==> config.mk <==
export PLATFORM = sky130hd
export DESIGN_NAME = unlock_hold_gen_flat
export DESIGN_NICKNAME = d
export VERILOG_FILES = /design/src/rtl/unlock_hold_gen_if.sv /design/src/rtl/unlock_hold_gen.sv /design/src/flat_wrapper.sv
export SDC_FILE = /design/constraint.sdc
export NUM_CORES = 1
export LEC_CHECK = 0
export CAP_MARGIN = 20
export CORE_UTILIZATION = 35
export DETAILED_ROUTE_END_ITERATION = 8
export GPL_TIMING_DRIVEN = 0
export PLACE_DENSITY = 0.64
export SLEW_MARGIN = 20
export SYNTH_ARGS = -nofsm -noshare
export SYNTH_HDL_FRONTEND = slang
export SYNTH_SLANG_ARGS = --single-unit
==> constraint.sdc <==
create_clock -name clk -period 2.6 [get_ports clk]
set_clock_uncertainty 0.15 [all_clocks]
set_input_delay 0.39 -clock clk [delete_from_list [all_inputs] [get_ports clk]]
set_output_delay 0.39 -clock clk [all_outputs]
set_load 0.1 [all_outputs]
==> src/rtl/unlock_hold_gen_if.sv <==
// Control/status bundle between the unlock controller and the hold generator.
// The master modport drives requests and sensor inputs; the slave modport drives actuator and status.
interface unlock_hold_gen_if #(
  parameter int CNT_W = 20
);
  logic             start;
  logic             cancel;
  logic             door_open;
  logic             unlock_out;
  logic             busy;
  logic             done;
  logic [CNT_W-1:0] remaining;

  modport master (
    output start, cancel, door_open,
    input  unlock_out, busy, done, remaining
  );

  modport slave (
    input  start, cancel, door_open,
    output unlock_out, busy, done, remaining
  );
endinterface

==> src/rtl/unlock_hold_gen.sv <==
// Timed unlock hold generator: drives the solenoid for HOLD_TIME cycles per start edge,
// optionally waits for the door to close, then enforces a lockout cooldown.
module unlock_hold_gen #(
  parameter int HOLD_TIME     = 5000,
  parameter int COOLDOWN_TIME = 1000,
  parameter int CNT_W         = 20
) (
  input  logic              clk,
  input  logic              reset,
  unlock_hold_gen_if.slave  bus
);

  typedef enum logic [1:0] {
    S_IDLE,
    S_HOLD,
    S_WAIT_CLOSE,
    S_COOLDOWN
  } state_t;

  localparam logic [CNT_W-1:0] HOLD_LAST = CNT_W'(HOLD_TIME - 1);
  localparam logic [CNT_W-1:0] COOL_LAST = CNT_W'((COOLDOWN_TIME > 0) ? COOLDOWN_TIME - 1 : 0);
  // With no cooldown configured, every exit path from the hold lands straight in IDLE.
  localparam state_t AFTER_HOLD = (COOLDOWN_TIME > 0) ? S_COOLDOWN : S_IDLE;

  state_t           state_q, state_d;
  logic [CNT_W-1:0] cnt_q, cnt_d;
  logic             done_q, done_d;
  logic             start_q, start_d;
  logic             start_edge;

  always_comb begin
    state_d    = state_q;
    cnt_d      = cnt_q;
    done_d     = 1'b0;
    start_d    = bus.start;
    start_edge = bus.start & ~start_q;

    case (state_q)
      S_IDLE: begin
        if (start_edge && !bus.cancel) begin
          state_d = S_HOLD;
          cnt_d   = '0;
        end
      end

      S_HOLD: begin
        if (bus.cancel) begin
          state_d = AFTER_HOLD;
          cnt_d   = '0;
        end else if (start_edge) begin
          cnt_d = '0;
        end else if (cnt_q == HOLD_LAST) begin
          done_d  = 1'b1;
          cnt_d   = '0;
          state_d = bus.door_open ? S_WAIT_CLOSE : AFTER_HOLD;
        end else begin
          cnt_d = cnt_q + 1'b1;
        end
      end

      S_WAIT_CLOSE: begin
        if (!bus.door_open) begin
          state_d = AFTER_HOLD;
          cnt_d   = '0;
        end
      end

      S_COOLDOWN: begin
        // Start edges seen here are dropped; the edge register still tracks the input.
        if (cnt_q == COOL_LAST) begin
          state_d = S_IDLE;
          cnt_d   = '0;
        end else begin
          cnt_d = cnt_q + 1'b1;
        end
      end

      default: begin
        state_d = S_IDLE;
        cnt_d   = '0;
      end
    endcase
  end

  // start_q resets high so a request already asserted across reset is not taken as an edge.
  always_ff @(posedge clk) begin
    if (reset) begin
      state_q <= S_IDLE;
      cnt_q   <= '0;
      done_q  <= 1'b0;
      start_q <= 1'b1;
    end else begin
      state_q <= state_d;
      cnt_q   <= cnt_d;
      done_q  <= done_d;
      start_q <= start_d;
    end
  end

  assign bus.unlock_out = (state_q == S_HOLD);
  assign bus.busy       = (state_q != S_IDLE);
  assign bus.done       = done_q;
  assign bus.remaining  = (state_q == S_HOLD) ? (HOLD_LAST - cnt_q) : '0;

endmodule

==> src/flat_wrapper.sv <==
// flat-port wrapper written by rule: the top's interface ports become plain ports
module unlock_hold_gen_flat 
#(
  parameter int HOLD_TIME     = 5000,
  parameter int COOLDOWN_TIME = 1000,
  parameter int CNT_W         = 20
)
  (clk, reset, bus_start, bus_cancel, bus_door_open, bus_unlock_out, bus_busy, bus_done, bus_remaining);
  unlock_hold_gen_if #(.CNT_W(CNT_W)) bus_i ();
  input  logic clk;
  input  logic reset;
  input wire logic [$bits(bus_i.start)-1:0] bus_start;
  input wire logic [$bits(bus_i.cancel)-1:0] bus_cancel;
  input wire logic [$bits(bus_i.door_open)-1:0] bus_door_open;
  output wire logic [$bits(bus_i.unlock_out)-1:0] bus_unlock_out;
  output wire logic [$bits(bus_i.busy)-1:0] bus_busy;
  output wire logic [$bits(bus_i.done)-1:0] bus_done;
  output wire logic [$bits(bus_i.remaining)-1:0] bus_remaining;
  assign bus_i.start = bus_start;
  assign bus_i.cancel = bus_cancel;
  assign bus_i.door_open = bus_door_open;
  assign bus_unlock_out = bus_i.unlock_out;
  assign bus_busy = bus_i.busy;
  assign bus_done = bus_i.done;
  assign bus_remaining = bus_i.remaining;
  unlock_hold_gen #(.HOLD_TIME(HOLD_TIME), .COOLDOWN_TIME(COOLDOWN_TIME), .CNT_W(CNT_W)) u_core (.clk(clk), .reset(reset), .bus(bus_i));
endmodule
Word level (Yosys, flattened, before mapping)
Index checks and enable logic that the tools add are counted.
{"block": "totals", "register_bits": 24, "elab_cells": 43}
{"block": "op_classes", "n_addsub": 2, "n_reduce_logical": 7, "muxes": 17, "n_eq_ne": 10, "n_bitwise": 3}
{"op": "$mux 20", "n": 7}
{"op": "$pmux 20 s4", "n": 1}
{"op": "$add 20x1->20 const B", "n": 1}
{"op": "$eq 20x10->1 const B", "n": 1}
{"op": "$eq 20x13->1 const B", "n": 1}
{"op": "$sub 13x20->20 const A", "n": 1}
{"op": "$mux 2", "n": 6}
{"op": "$pmux 2 s4", "n": 1}
{"op": "$reduce_and 5->1", "n": 1}
{"op": "$eq 2x2->1 const B", "n": 2}
{"op": "$ne 2x1->1 const B", "n": 2}
{"op": "$reduce_or 4->1", "n": 1}
{"op": "$ne 3x2->1 const B", "n": 1}
{"op": "$ne 3x3->1 const B", "n": 1}
{"op": "$eq 2x1->1 const B", "n": 1}
{"op": "$logic_not 2->1", "n": 1}
{"op": "$mux 1", "n": 2}
{"op": "$ne 2x2->1 const B", "n": 1}
{"op": "$not 1->1", "n": 2}
{"op": "$reduce_and 2->1", "n": 1}
{"op": "$reduce_bool 2->1", "n": 1}
{"op": "$and 1x1->1", "n": 1}
{"op": "$logic_and 1x1->1", "n": 1}
{"op": "$logic_not 1->1", "n": 1}

Depth between registers and ports, before layout
Gate-level depths: netlist of run 1.
{"block": "logic_depth", "depth_word": 5, "ltp_mapped": 9, "mapped_depth_nobuf": 7}

Least setup slack after synthesis of run 1
No wires, ideal clock.
{"block": "synth_timing", "kind": "register to output", "startpoint": "register u_core.state_q[1]", "endpoint": "output bus_remaining[6]", "setup_slack_ns": -1.711, "arrival_time_ns": 3.771, "path_buffers": 1, "required_time_ns": 2.060, "path_stages_with_launch": 5, "cell_sequence": "dfxtp_1 -> inv_1 -> ha_1 -> clkbuf_1 -> nor3b_1"}
{"block": "synth_between", "elab_chain_cells": 2}
{"element": "from (decl)", "line_no": "unlock_hold_gen.sv:25", "source": "state_t state_q, state_d;"}
{"element": "from (signal assigned)", "line_no": "unlock_hold_gen.sv:93", "source": "state_q <= state_d;"}
{"element": "$eq 2x1->1"}
{"element": "net bus_unlock_out", "line_no": "flat_wrapper.sv:15", "source": "output wire logic [$bits(bus_i.unlock_out)-1:0] bus_unlock_out;"}
{"element": "$mux 20", "line_no": "unlock_hold_gen.sv:103", "source": "assign bus.remaining = (state_q == S_HOLD) ? (HOLD_LAST - cnt_q) : '0;"}
{"element": "to (decl)", "line_no": "flat_wrapper.sv:18", "source": "output wire logic [$bits(bus_i.remaining)-1:0] bus_remaining;"}
The timed path passes the listed nets, and every way through them passes these cells.

Worst setup path in the final report of run 1
{"block": "layout_timing", "startpoint": "register u_core.cnt_q[4]", "endpoint": "output bus_remaining[16]"}
{"block": "layout_between", "elab_chain_cells": 2}
{"element": "from (decl)", "line_no": "unlock_hold_gen.sv:26", "source": "logic [CNT_W-1:0] cnt_q, cnt_d;"}
{"element": "from (signal assigned)", "line_no": "unlock_hold_gen.sv:94", "source": "cnt_q <= cnt_d;"}
{"element": "$sub 13x20->20", "line_no": "unlock_hold_gen.sv:103"}
{"element": "$mux 20", "line_no": "unlock_hold_gen.sv:103"}
Every way passes these cells.

==> flow_metrics.py, run 1 <==
metrics = {
    "synthesis": {
        "synth_most_common_cell": "dfxtp_1",
        "synth_edf_count": 0,
        "synth_top_area_share_pct": 27.2,
        "synth_area_leaders": "dfxtp_1, xnor2_1, ha_1, and2_1, nor2_1",
        "synth_cells": 225,
        "synth_simple_gate_area_share_pct": 35.2,
        "synth_compound_area_share_pct": 14.1,
        "yosys_warnings": 0,
        "synthDistinctLibCells": 45,
        "seq_area_frac_synth_pct": 27.2,
        "synthTopCellsByCount": "dfxtp_1, xnor2_1, nor2_1",
        "synthFlopType": "dfxtp_1",
        "synthAdderAreaFrac_pct": 5.66,
        "synth-async-reset-ratio_pct": 0,
        "synth_xor_area_share_pct": 11.9,
        "ys_ff_latch": 24,
        "synth_area_per_cell_um2": 7.86,
        "yosysTopAreaCell": "dfxtp_1",
        "synthMuxAreaShare_pct": 0,
        "synth.net_count": 238,
        "synth_top_family_by_area": "simple AND/OR/NAND/NOR gates",
        "syn_area_um2": 1770,
    },
    "power": {
        "irDropWorstVdd_mv": 0.441,
        "power_mw": 1.79,
        "p_int_uw": 808,
        "p_leak_nw": 0.882,
        "swShare_pct": 54.8,
        "p_switching_uw": 981,
        "clkPwrFrac_pct": 18.7,
        "p_comb_share_pct": 59.4,
        "power_density_nw_per_um2": 737,
        "pwr-share-seq_pct": 21.9,
    },
    "routing": {
        "top_layer": "met4",
        "viasPerCell": 5.17,
        "drtIter0Drc": 109,
        "route.met3.wl_um": 171,
        "drc": 0,
        "post_drt_wl_per_cell_um": 14.1,
        "first_pass_iters": 4,
        "wl_met2_um": 2160,
        "wl_um": 4680,
        "drt-met1-wl_um": 2250,
        "vias": 1710,
        "antenna_left": 0,
    },
    "cells_and_area": {
        "areaGrowthSynthToFinish_pct": 37.3,
        "nets": 278,
        "seq_area_um2": 493,
        "fill_cells": 469,
        "design_area_um2": 2430,
        "drive_gt1_share_pct": 30.7,
        "antenna_cells": 0,
        "multi_input_area_um2": 1350,
        "utilization_pct": 50.8,
        "instances_no_fill": 331,
    },
    "timing": {
        "fin_crit_ns": 2.59,
        "setup_viol": 0,
        "worst_slew_pin_slew_ns": 0.968,
        "hold_viol_final": 0,
        "rsz0062_at_grt": "yes",
        "max_freq_mhz": 386,
        "final_max_slew_viol_count": 0,
        "slew_headroom_pct": 35.3,
        "fin_setup_tns_ns": 0,
        "fin_crit_sh_pct": 99.7,
    },
    "cts": {
        "cts-buffers-inserted": 3,
        "ctsHoldBuffers": 0,
        "root_buffer": "clkbuf_8",
        "path_clk_slew_ns": 0.09,
        "cts_max_level": 1,
        "cts_num_sinks": 24,
        "clock_latency_ns": 0.27,
        "clockBufferDepth": 2,
        "cts_tree": "done",
    },
    "worst_setup_path": {
        "start_kind": "flop",
        "slowest_stage": "dfxtp_4",
        "endpoint_kind": "output port",
        "max_stage_delay_ns": 0.37,
        "critical_path_class": "flop to output port",
        "worstPathArrival_ns": 2.05,
        "cp_cell_sequence": "buf_4 -> nor4_4 -> o21ai_2 -> a211oi_2 -> xnor2_1 -> and2_4 -> buf_8",
        "worst-path-max-fanout": 4,
        "required_ns": 2.06,
    },
    "placement": {
        "port_buffers": 27,
        "dp_cells": 319,
        "hpwl_um": 3160,
        "placed_area_um2": 2190,
        "gp_congestion": 0.799,
    },
    "job": {
        "drv_cap": 0,
    },
    "global_route": {
        "grt_pass1_vias": 1568,
        "grt-ovfl-total": 0,
        "grt_max_degree": 15,
        "grtUsageTotal_pct": 18.5,
        "grt_pass1_wl_um": 7600,
        "antenna_found_initial": 0,
    },
    "floorplanning": {
        "dieHeight_um": 73.1,
        "rows": 25,
        "start_util_pct": 37.0,
        "num_io_pins": 28,
        "die_area_um2": 5340,
        "die_w_um": 73.1,
        "core_area_um2": 4790,
    },
    "status": {
        "status": "finished clean",
    },
    "min_path": {
        "min_path_type": "flop to flop",
    },
}
-- placed cells by master (no fill, tap or decap), types with 3 or more instances in the layout --
master	instances
nor4_1	11
xnor2_1	23
o22ai_1	4
or4_1	3
nor4_4	3
a21oi_1	8
o21ai_0	5
buf_2	11
dfxtp_2	4
and2_1	6
nand2b_1	4
nor2_1	21
clkdlybuf4s50_1	5
nand2_1	14
and2_4	3
clkbuf_1	5
buf_4	13
a211oi_2	3
nand4_1	4
nor2b_4	3
and3_1	5
clkbuf_2	3
nand3_1	3
ha_1	6
clkbuf_8	3
and2_2	5
dfxtp_1	18
inv_1	9
buf_8	4
nor3_1	7
-- logic make-up (layout without fill, tap and decap cells) --
kind of cell / count (synthesis) / in the layout
adder cells (fa/ha/maj): 8 / 8
XOR/XNOR: 24 / 24
flip-flops: 24 / 24
buffers and inverters: 25 / 64
AND/OR/NAND/NOR: 107 / 107
AO/OA/AOI/OAI: 37 / 37
-- state kept, by name (all words and copies together), names as in the netlist --
| register | cells |
|---|---|
| u_core.start_q | 1 |
| u_core.bus.done | 1 |
| u_core.state_q | 2 |
| u_core.cnt_q | 20 |
-- layout make-up --
type                       instances  area share (%)
buffer                            12            2.52
inverter                          11            1.91
clock inverter                     1            1.24
multi-input combinational        176            55.4
tap                               67            3.45
clock buffer                       3            1.70
timing repair buffer              37            13.5
sequential                        24            20.3
-- routing by layer --
layer	GRT usage, %	vias to the layer above
met2	30.9	37
li1	-	869
met4	5.88	0
met3	1.38	6
met1	25.1	798
met5	0	-
-- worst max-delay path: cells and delay by family, from the launching register on --
| family | cells | cell delay, ns |
|---|---|---|
| flops | 1 | 0.37 |
| simple gates | 2 | 0.48 |
| xor+xnor | 1 | 0.14 |
| buf+inv | 2 | 0.35 |
| compound gates | 2 | 0.42 |
-- path summary, 6_finish.rpt --
| check | depth (start not counted) | endpoint | slack [ns] | from |
|---|---|---|---|---|
| setup / recovery | 7 | bus_remaining[16] | 0.007 | u_core.cnt_q[4] |
| hold / removal | 2 | u_core.cnt_q[1] | 0.38 | u_core.cnt_q[1] |
| setup reg to reg | 8 | u_core.cnt_q[15] | 0.07 | u_core.cnt_q[11] |
| hold reg to reg | 2 | u_core.cnt_q[1] | 0.38 | u_core.cnt_q[1] |
-- timing repair --
| action | CTS | global route |
|---|---|---|
| pin swaps | 4 | 1 |
| setup endpoints to repair | 32 | 34 |
| resized for setup | 130 | 34 |
| buffers inserted | 7 | 3 |
| cloned | 0 | 0 |
-- power by group through the flow --
| stage | Combinational, mW | Sequential, mW | Clock, mW |
|---|---|---|---|
| 2_1_floorplan | 0.875 | 0.400 | 0 |
| 3_3_place_gp | 1.11 | 0.402 | 0 |
| 3_5_place_dp | 1.12 | 0.403 | 0 |
| 4_1_cts | 1.07 | 0.392 | 0.340 |
| 5_1_grt | 1.12 | 0.395 | 0.359 |
| 6_report | 1.06 | 0.392 | 0.335 |
-- through the flow --
| step | setup WS, ns | hold slack, ns |
|---|---|---|
| after global routing | -0.0734 | 0.422 |
| after floorplan | -0.0832 | 0.340 |
| after CTS | -0.0457 | 0.385 |
| after detailed placement | -1.42 | 0.368 |
| final | 0.00718 | 0.382 |
| after global placement | -1.39 | 0.362 |
Power figures use the tool's default switching activity.
==> inputs of run 2 (changes only) <==
--- a/config.mk
+++ b/config.mk
@@ -14,3 +14,4 @@
 export SYNTH_ARGS = -nofsm -noshare
 export SYNTH_HDL_FRONTEND = slang
 export SYNTH_SLANG_ARGS = --single-unit
+export TNS_END_PERCENT = 5
==> flow_metrics.py, run 2 (synthesis results as in run 1) <==
metrics = {
    "cts": {
        "clockBufferDepth": 2,
        "path_clk_slew_ns": 0.09,
        "root_buffer": "clkbuf_8",
        "cts_num_sinks": 24,
        "cts_tree": "done",
        "cts_max_level": 1,
        "clock_latency_ns": 0.27,
        "cts-buffers-inserted": 3,
        "ctsHoldBuffers": 0,
    },
    "status": {
        "violations": "negative setup slack",
        "status": "finished, violations left",
    },
    "worst_setup_path": {
        "r2r.worst_path.cells": 7,
        "endpoint_kind": "output port",
        "worst-path-max-fanout": 5,
        "required_ns": 2.06,
        "start_kind": "flop",
        "worstPathArrival_ns": 2.13,
        "critical_path_class": "flop to output port",
    },
    "cells_and_area": {
        "instances_no_fill": 334,
        "largest_register_ffs": 20,
        "areaGrowthSynthToFinish_pct": 38.1,
        "regMostFlops": "u_core.cnt_q",
        "drive_gt1_share_pct": 27.7,
        "layout_commonest_cell": "xnor2_1",
        "antenna_cells": 0,
        "reg_top3": "u_core.cnt_q: 20 flops, u_core.state_q: 2 flops",
        "utilization_pct": 51.1,
        "nets": 281,
        "final_cell_mix": "xnor2_1, dfxtp_1, nor2_1",
    },
    "timing": {
        "fin_crit_sh_pct": 103,
        "fin_ws_ns": -0.0669,
        "setup_viol": 4,
        "final_max_slew_viol_count": 0,
        "fin_setup_tns_ns": -0.0911,
        "slew_headroom_pct": 35.9,
        "hold_viol_final": 0,
        "fin_crit_ns": 2.67,
        "rsz0062_at_grt": "yes",
        "worst_slew_pin_slew_ns": 0.959,
        "max_freq_mhz": 375,
    },
    "routing": {
        "first_pass_iters": 4,
        "antenna_left": 0,
        "vias": 1745,
        "viasPerCell": 5.22,
        "wl_um": 4560,
        "drc": 0,
        "drtIter0Drc": 87,
        "post_drt_wl_per_cell_um": 13.6,
    },
    "min_path": {
        "min_path_type": "flop to flop",
        "min_path_cells": 2,
    },
    "global_route": {
        "grt_max_degree": 15,
        "grt_pass1_wl_um": 7260,
        "grtUsageTotal_pct": 17.4,
        "antenna_found_initial": 0,
        "grt_pass1_vias": 1561,
        "grt-ovfl-total": 0,
    },
    "placement": {
        "gp_congestion": 0.845,
        "port_buffers": 27,
        "hpwl_um": 3090,
        "place_ws_ns": -1.44,
        "dp_cells": 319,
    },
    "floorplanning": {
        "dieHeight_um": 73.1,
        "die_w_um": 73.1,
        "num_io_pins": 28,
        "die_area_um2": 5340,
        "core_area_um2": 4790,
        "start_util_pct": 37.0,
        "rows": 25,
    },
    "power": {
        "power_mw": 1.77,
        "irDropWorstVdd_mv": 0.511,
        "power_density_nw_per_um2": 723,
        "p_leak_nw": 0.891,
    },
    "job": {
        "drv_cap": 0,
    },
}
run 2: cell type report:
type | instances | area, µm²
Buffer | 14 | 70.1
Clock buffer | 3 | 41.3
Clock inverter | 1 | 30.0
Fill cell | 470 | 2340
Inverter | 11 | 46.3
Multi-Input combinational cell | 176 | 1320
Sequential cell | 24 | 488
Tap cell | 67 | 83.8
Timing Repair Buffer | 38 | 364
run 2: critical path: stages, from the launching register on:
cell and delay, ns:
dfxtp_4 0.37, inv_4 0.07, ha_4 0.13, nor3b_4 0.27, o21ai_4 0.14, a2111oi_4 0.38
xnor2_1 0.16, and2_4 0.17, buf_12 0.17
run 2: routing by layer:
layer	global-route usage, %	up-vias	routed length [µm]
met2	27.7	42	2190
met3	2.07	6	210
met4	6.97	0	67
met5	0	-	0
li1	-	874	-
met1	23.9	823	2090
run 2: worst paths after layout:
kind | startpoint | end | slack, ns
setup / recovery | u_core.cnt_q[4] | bus_remaining[17] | -0.07
setup reg to reg | u_core.cnt_q[11] | u_core.cnt_q[15] | 0.04
hold / removal | u_core.cnt_q[1] | u_core.cnt_q[1] | 0.35
hold reg to reg | u_core.cnt_q[1] | u_core.cnt_q[1] | 0.35
run 2: repair_timing:
action | 4_1_cts | 5_1_grt
endpoints found under the setup margin | 32 | 32
buffers inserted | 4 | 7
resized for setup | 134 | 33
hold endpoints to repair | 0 | 0
pin swaps | 2 | 5
run 2: metrics by stage:
step	instance area [µm²]	hold WS (ns)
4_1_cts	2290	0.352
3_3_place_gp	2170	0.334
2_1_floorplan	1820	0.318
6_report	2440	0.353
5_1_grt	2440	0.377
3_5_place_dp	2170	0.340
run 2: where the power goes:
part           switching [mW]  internal (mW)  total (mW)
combinational           0.833          0.209        1.04
sequential             0.0137          0.379       0.392
clock                   0.125          0.206       0.331
